[config.mk]
export PLATFORM = sky130hd
export DESIGN_NAME = pc_sequencer
export DESIGN_NICKNAME = d
export VERILOG_FILES = /design/src/rtl/pc_seq_pkg.sv /design/src/rtl/ret_stack.sv /design/src/rtl/pc_sequencer.sv
export SDC_FILE = /design/constraint.sdc
export NUM_CORES = 1
export LEC_CHECK = 0
export BUFFER_PORTS_ARGS = -buffer_cell sky130_fd_sc_hd__buf_4
export CAP_MARGIN = 20
export CORE_UTILIZATION = 58
export CTS_CLUSTER_DIAMETER = 200
export DETAILED_ROUTE_END_ITERATION = 8
export PLACE_DENSITY = 0.75
export RECOVER_POWER = 50
export SYNTH_ARGS = -nofsm -noshare
export SYNTH_HDL_FRONTEND = slang
export SYNTH_SLANG_ARGS = --single-unit
[constraint.sdc]
create_clock -name clk -period 3.33 [get_ports clk]
set_clock_uncertainty 0.2 [all_clocks]
set_input_delay 0.666 -clock clk [delete_from_list [all_inputs] [get_ports clk]]
set_output_delay 0.666 -clock clk [all_outputs]
set_load 0.005 [all_outputs]
[src/rtl/pc_seq_pkg.sv]
// pc_seq_pkg
//   Shared definitions for the program-counter sequencer: the execution
//   state enumeration and default sizes for the PC width, the jump LUT
//   index width and the return-address stack depth.
package pc_seq_pkg;

  localparam int D_DEF         = 12;
  localparam int LUT_W_DEF     = 5;
  localparam int RAS_DEPTH_DEF = 4;

  typedef enum logic [1:0] {
    IDLE = 2'd0,
    RUN  = 2'd1,
    HALT = 2'd2
  } state_t;

endpackage

[src/rtl/ret_stack.sv]
// ret_stack
//   Return-address stack (LIFO) for call/return.
//   Ports:
//     clk, reset   clock, synchronous active-high reset (empties the stack)
//     push         store push_data on top (ignored when full)
//     pop          discard top entry (ignored when empty)
//     push_data    value to push (return address)
//     top          current top entry, 0 when empty
//     full, empty  occupancy status
//   The sequencer never asserts push and pop together; push wins if it does.
module ret_stack #(
  parameter int D     = 12,
  parameter int DEPTH = 4
) (
  input  logic         clk,
  input  logic         reset,
  input  logic         push,
  input  logic         pop,
  input  logic [D-1:0] push_data,
  output logic [D-1:0] top,
  output logic         full,
  output logic         empty
);

  localparam int SP_W = $clog2(DEPTH + 1);

  logic [D-1:0]    mem [DEPTH];
  logic [SP_W-1:0] sp;

  assign full  = (sp == SP_W'(DEPTH));
  assign empty = (sp == '0);

  // Index through compares so sp may be wider than the array index.
  always_comb begin
    top = '0;
    for (int i = 0; i < DEPTH; i++) begin
      if (sp == SP_W'(i + 1)) top = mem[i];
    end
  end

  always_ff @(posedge clk) begin
    if (reset) begin
      sp <= '0;
      for (int i = 0; i < DEPTH; i++) mem[i] <= '0;
    end else if (push && !full) begin
      for (int i = 0; i < DEPTH; i++) begin
        if (sp == SP_W'(i)) mem[i] <= push_data;
      end
      sp <= sp + SP_W'(1);
    end else if (pop && !empty) begin
      sp <= sp - SP_W'(1);
    end
  end

endmodule

[src/rtl/pc_sequencer.sv]
// pc_sequencer
//   Program-counter control: every cycle decides whether the PC increments,
//   jumps (absolute) or freezes. Jump targets come from a host-writable LUT;
//   call/return use a small return-address stack.
//   Ports:
//     clk, reset          clock, synchronous active-high reset
//     start               leave IDLE and begin execution
//     prog_ctr            current PC value
//     br_en, br_cond      conditional branch strobe and its condition
//     call_en, ret_en     call / return strobes
//     halt_en             halt strobe
//     lut_idx             LUT entry used by branch and call
//     lut_we/waddr/wdata  LUT write port (any state)
//     pc_reset            holds the PC register at 0
//     absjump_en, target  load target into the PC at the next edge
//     done                registered, high while halted
//     ras_ovf, ras_unf    sticky stack overflow / underflow
//
//   state | meaning
//   ------+---------------------------------------------------------
//   IDLE  | PC held in reset, waiting for start
//   RUN   | decode strobes steer the PC combinationally
//   HALT  | PC frozen via self-jump, done high, exits only on reset
module pc_sequencer
  import pc_seq_pkg::*;
#(
  parameter int D         = D_DEF,
  parameter int LUT_W     = LUT_W_DEF,
  parameter int RAS_DEPTH = RAS_DEPTH_DEF
) (
  input  logic             clk,
  input  logic             reset,
  input  logic             start,
  input  logic [D-1:0]     prog_ctr,
  input  logic             br_en,
  input  logic             br_cond,
  input  logic             call_en,
  input  logic             ret_en,
  input  logic             halt_en,
  input  logic [LUT_W-1:0] lut_idx,
  input  logic             lut_we,
  input  logic [LUT_W-1:0] lut_waddr,
  input  logic [D-1:0]     lut_wdata,
  output logic             pc_reset,
  output logic             absjump_en,
  output logic [D-1:0]     target,
  output logic             done,
  output logic             ras_ovf,
  output logic             ras_unf
);

  localparam int LUT_N = 2 ** LUT_W;

  state_t         state, state_next;
  logic [D-1:0]   lut [LUT_N];
  logic [D-1:0]   lut_rd;
  logic [D-1:0]   ret_addr;
  logic [D-1:0]   ras_top;
  logic           ras_full, ras_empty;
  logic           push, pop;
  logic           set_ovf, set_unf;

  // Read before write: a same-cycle write to lut_idx is seen next cycle.
  assign lut_rd   = lut[lut_idx];
  // Wraps to 0 at the top of the address space.
  assign ret_addr = prog_ctr + D'(1);

  always_ff @(posedge clk) begin
    if (reset) begin
      for (int i = 0; i < LUT_N; i++) lut[i] <= '0;
    end else if (lut_we) begin
      lut[lut_waddr] <= lut_wdata;
    end
  end

  ret_stack #(
    .D     (D),
    .DEPTH (RAS_DEPTH)
  ) u_ret_stack (
    .clk       (clk),
    .reset     (reset),
    .push      (push),
    .pop       (pop),
    .push_data (ret_addr),
    .top       (ras_top),
    .full      (ras_full),
    .empty     (ras_empty)
  );

  always_comb begin
    state_next = state;
    pc_reset   = 1'b0;
    absjump_en = 1'b0;
    target     = '0;
    push       = 1'b0;
    pop        = 1'b0;
    set_ovf    = 1'b0;
    set_unf    = 1'b0;
    case (state)
      IDLE: begin
        pc_reset = 1'b1;
        if (start) state_next = RUN;
      end
      RUN: begin
        if (halt_en) begin
          absjump_en = 1'b1;
          target     = prog_ctr;
          state_next = HALT;
        end else if (ret_en) begin
          if (!ras_empty) begin
            absjump_en = 1'b1;
            target     = ras_top;
            pop        = 1'b1;
          end else begin
            set_unf = 1'b1;
          end
        end else if (call_en) begin
          // The jump is taken even when the return address cannot be saved.
          absjump_en = 1'b1;
          target     = lut_rd;
          if (!ras_full) push = 1'b1;
          else           set_ovf = 1'b1;
        end else if (br_en) begin
          absjump_en = br_cond;
          target     = lut_rd;
        end
      end
      HALT: begin
        absjump_en = 1'b1;
        target     = prog_ctr;
      end
      default: begin
        pc_reset   = 1'b1;
        state_next = IDLE;
      end
    endcase
  end

  always_ff @(posedge clk) begin
    if (reset) begin
      state   <= IDLE;
      done    <= 1'b0;
      ras_ovf <= 1'b0;
      ras_unf <= 1'b0;
    end else begin
      state <= state_next;
      done  <= (state_next == HALT);
      if (set_ovf) ras_ovf <= 1'b1;
      if (set_unf) ras_unf <= 1'b1;
    end
  end

endmodule

# After elaboration in Yosys (flattened, before gate mapping)
# Memories as Yosys holds them, arrays and structs flattened.
# Cells that the tools add are included.
# word_totals
register_bits	8
latchBits	0
ram_bits	432
rom_bits	0
inputBits	43
output_inout_bits	17
wordCells	96
n_memories	2
# op_classes
addsub	3
mul	0
div	0
magnitude_cmp	0
n_eq_ne	7
n_shift	0
muxes	66
bitwise_logic	4
n_reduce_logical	9
# memory_table
memory	depth	width	read_ports	rd_clocked_by_memory_dff	write_ports	line_no	rtl
lut	32	12	1	0	32	pc_sequencer.sv:55	logic [D-1:0] lut [LUT_N];
u_ret_stack.mem	4	12	4	0	4	ret_stack.sv:27	logic [D-1:0] mem [DEPTH];
# op_table
cell	count
$mux W12	14
$mux W1	44
$pmux W12 S2	1
$add A12 B1 Y12 const B	1
$reduce_or A12 Y1	1
$eq A3 B2 Y1 const B	2
$mux W3	2
$pmux W2 S3	1
$mux W5	1
$eq A2 B2 Y1 const B	2
$mux W2	2
$or A1 B1 Y1	4
$add A3 B1 Y3 const B	1
$eq A3 B1 Y1 const B	1
$eq A3 B3 Y1 const B	1
$logic_not A3 Y1	1
$sub A3 B1 Y3 const B	1
$eq A2 B1 Y1 const B	1
$logic_and A1 B1 Y1	2
$logic_not A1 Y1	2
$logic_not A2 Y1	1
$pmux W1 S2	1
$reduce_bool A2 Y1	1
$reduce_or A2 Y1	1

# Depth between registers and ports, before layout
# logic_depth
depth_word	11
mapped_depth	9
depth_no_buf	7

# By module
# A second synthesis with hierarchy kept.
# unflattened
cells_unflattened	1592
area_unflattened_um2	21526.9
# by_module_without_submodules
mod	n_inst	cells_per_inst	area_each_um2	seq_area_each_um2
pc_sequencer	1	1356	18914.4	11631.2
ret_stack	1	236	2612.5	1501.4

# Worst setup path before layout
# OpenSTA, ideal clock, no wires.
# synth_path
kind	input -> output
from	input port lut_idx[0]
to	output port target[10]
arrival_time_ns	2.210
required_ns	2.464
path_slack_ns	0.254
cell_stages	7
path_buffers	3
path_cell_list	buf_6 -> buf_6 -> buf_2 -> mux4_2 -> mux2_2 -> nand3_1 -> nand4_1
# synth_between
elab_chain_cells	6
# synth_rtl
item	line_no	rtl
start, declared	pc_sequencer.sv:40	input logic [LUT_W-1:0] lut_idx,
$mem_v2 Z32 W12 (*)	n/a	
$mux W12	pc_sequencer.sv:123	end else if (br_en) begin
$mux W12 (*)	pc_sequencer.sv:117	end else if (call_en) begin
$mux W12 (*)	pc_sequencer.sv:109	end else if (ret_en) begin
$mux W12 (*)	pc_sequencer.sv:105	if (halt_en) begin
$pmux W12 S2 (*)	pc_sequencer.sv:99	case (state)
end, declared	pc_sequencer.sv:46	output logic [D-1:0] target,
# Every way passes the cells marked *; elsewhere a longest branch is shown, timed or not.

# Final worst setup path
# layout_path
from	input port lut_idx[0]
to	output port target[2]
# The elaborated chain is that of the path after synthesis.

==> impl_metrics.ini <==
[outcome]
status = finished with violations
violations = negative setup slack

[timing]
setup_viol = 12
hold_viol = 0
slew-limit-headroom = 0.238
final.setup.tns_ns = -1.50
period_share = 1.06
min_period_ns = 3.53
max_freq_mhz = 283
report.final.slew_viol_count = 0
rsz0062_at_grt = yes
worst_slew_pin_slew_ns = 1.14
worst_slack_ns = -0.204

[worst_setup_path]
worst-endpoint-required_ns = 2.46
crit_fanout = 7
crit_path_top_delay_cell = mux4_2
path_cells = buf_12 > buf_16 > buf_12 > mux4_2 > mux2_4 > and3_4 > a221oi_2 > nand4_1 > buf_4
worst_setup_path_start_kind = primary input
path_common_cell = buf_12
worstPathArrival_ns = 2.67
crit_path_end_kind = output port
crit_type = primary input to output port
cpPeakStageDelay_ns = 0.50

[global_route]
grt_use_total = 0.301
grt_pass1_wl_um = 79000
gr-total-overflow = 0
antenna_found_initial = 2
grt_pass1_vias = 12846
grt_max_degree = 49

[synthesis]
syn-num-nets = 1571
yosys_warnings = 0
syn_area_per_cell_um2 = 13.8
ys_async_sr_fraction = 0
yosys-top-cells-area = edfxtp_1 (62%), and2_1 (12%), mux4_2 (8.5%)
synthDistinctLibCells = 45
synthFlopType = edfxtp_1
synth-edff-count = 432
ys_seq_area_frac = 0.627
yosys.area.top_type = edfxtp_1
synth-seq-cells = 440
syn_inst = 1517
synth_top_area_frac = 0.619
netlist_area_um2 = 20900

[placement]
pre_cts_ws_ns = -0.235
hpwl_um = 35100
dpl_cell_area_um2 = 22300
place.gp.congestion = 0.906
port_buffers = 59

[detailed_routing]
drt-vias-per-instance = 6.15
dr_total_vias = 13014
drc = 0
drt-total-wl_um = 54200
avgRoutedWirePerCell_um = 25.6
antenna_left = 0
drt_iter0_drc = 1479
first_pass_iters = 5

[layout]
fin_area_um2 = 24400
drive_above_1_share = 0.245
final_util = 0.687
final_common_cell = edfxtp_1
antenna_cells = 0
final_nets = 1675
layout_common_cells = edfxtp_1 (432), and2_1 (225), and2_0 (161)
areaGrowthSynthToFinish_pct = 16.7

[run]
maxCapViolCount = 0

[cts]
clkLatencyLatePin_ns = 0.57
cts_sinks = 440
clkTransAtPathRegs_ns = 0.06
root_buffer = clkbuf_16
cts_tree = built
clockBufferDepth = 3
h-tree-depth = 2
cts_made_buffers = 46

[floorplan]
fp.coreArea_um2 = 35600
die_h_um = 192
io_pins = 60
start_util = 0.589
die_w_um = 192
die_area_um2 = 36900
placementRows = 69

[power]
max-vdd-ir-drop_uv = 421
powerDensity_nw_per_um2 = 522
p_leak_nw = 8.69
total_power_mw = 12.7

[worst_hold_path]
hp-class = primary input to flop
## layout make-up
type | count | area, µm²
Sequential cell | 440 | 13100
Fill cell | 2398 | 11100
Multi-Input combinational cell | 930 | 7560
Timing Repair Buffer | 183 | 1610
Clock buffer | 52 | 1240
Tap cell | 461 | 577
Clock inverter | 29 | 241
Inverter | 20 | 75.1
## per-layer routing
layer | GRT usage | vias up | wire length [µm]
li1 | - | 5719 | -
met1 | 0.382 | 6509 | 20200
met2 | 0.502 | 634 | 26900
met3 | 0.0634 | 152 | 4780
met4 | 0.133 | 0 | 2410
met5 | 0 | - | 0
## worst max-delay path: cells and delay by family
family          cells  cell delay (ns)
compound gates      1             0.21
buf+inv             4             0.57
mux                 2             0.81
simple gates        2             0.40
## sequential cells by signal, indices dropped and copies added, names as in the netlist
| signal | flops |
|---|---|
| lut | 384 |
| u_ret_stack.mem | 48 |
| u_ret_stack.sp | 3 |
| state | 2 |
| done | 1 |
| ras_ovf | 1 |
| ras_unf | 1 |
## synthesized netlist by cell type (15+ instances only)
cell type    n
buf_2       15
mux4_2      79
edfxtp_1   432
nor2_1      98
a21oi_1     26
inv_1       20
or2_2       33
mux2_2      17
nand3_1     34
a22oi_1     25
nand2_1     42
and2_1     387
mux2i_1     55
clkbuf_1    99
## metrics by stage
step                      std cells  hold WS (ns)
after floorplan                1517         0.261
after global placement         2009         0.256
after detailed placement       2009         0.272
after CTS                      2100         0.213
after global routing           2115         0.247
final                          2115         0.229
## report_power, final
| group | total [mW] | internal, mW | switching [mW] |
|---|---|---|---|
| Combinational | 1.20 | 0.507 | 0.689 |
| Clock | 5.09 | 2.96 | 2.13 |
| Sequential | 6.46 | 6.36 | 0.101 |
## cell families after synthesis
logic type,after synthesis,synth area share
AND/OR/NAND/NOR,652,0.177
flip-flops,440,0.627
multiplexers,151,0.120
buffers and inverters,147,0.0296
AO/OA/AOI/OAI,104,0.0342
XOR/XNOR,12,0.00502
adder cells (fa/ha/maj),11,0.00657
## worst paths after layout
path	startpoint	to	slack, ns	cells after the start
hold / removal	ret_en	ras_unf	0.23	3
hold reg to reg	ras_unf	ras_unf	0.27	2
setup reg to reg	state[1]	u_ret_stack.mem[0][4]	0.79	7
setup / recovery	lut_idx[0]	target[2]	-0.20	9
## timing repair
item	in CTS	in global routing
resized for setup	76	34
buffers inserted	11	17
hold buffers	0	0
endpoints found under the setup margin	12	12
pin swaps	27	28
gates cloned	4	0
Note: power is estimated with default switching activity, not from simulation.
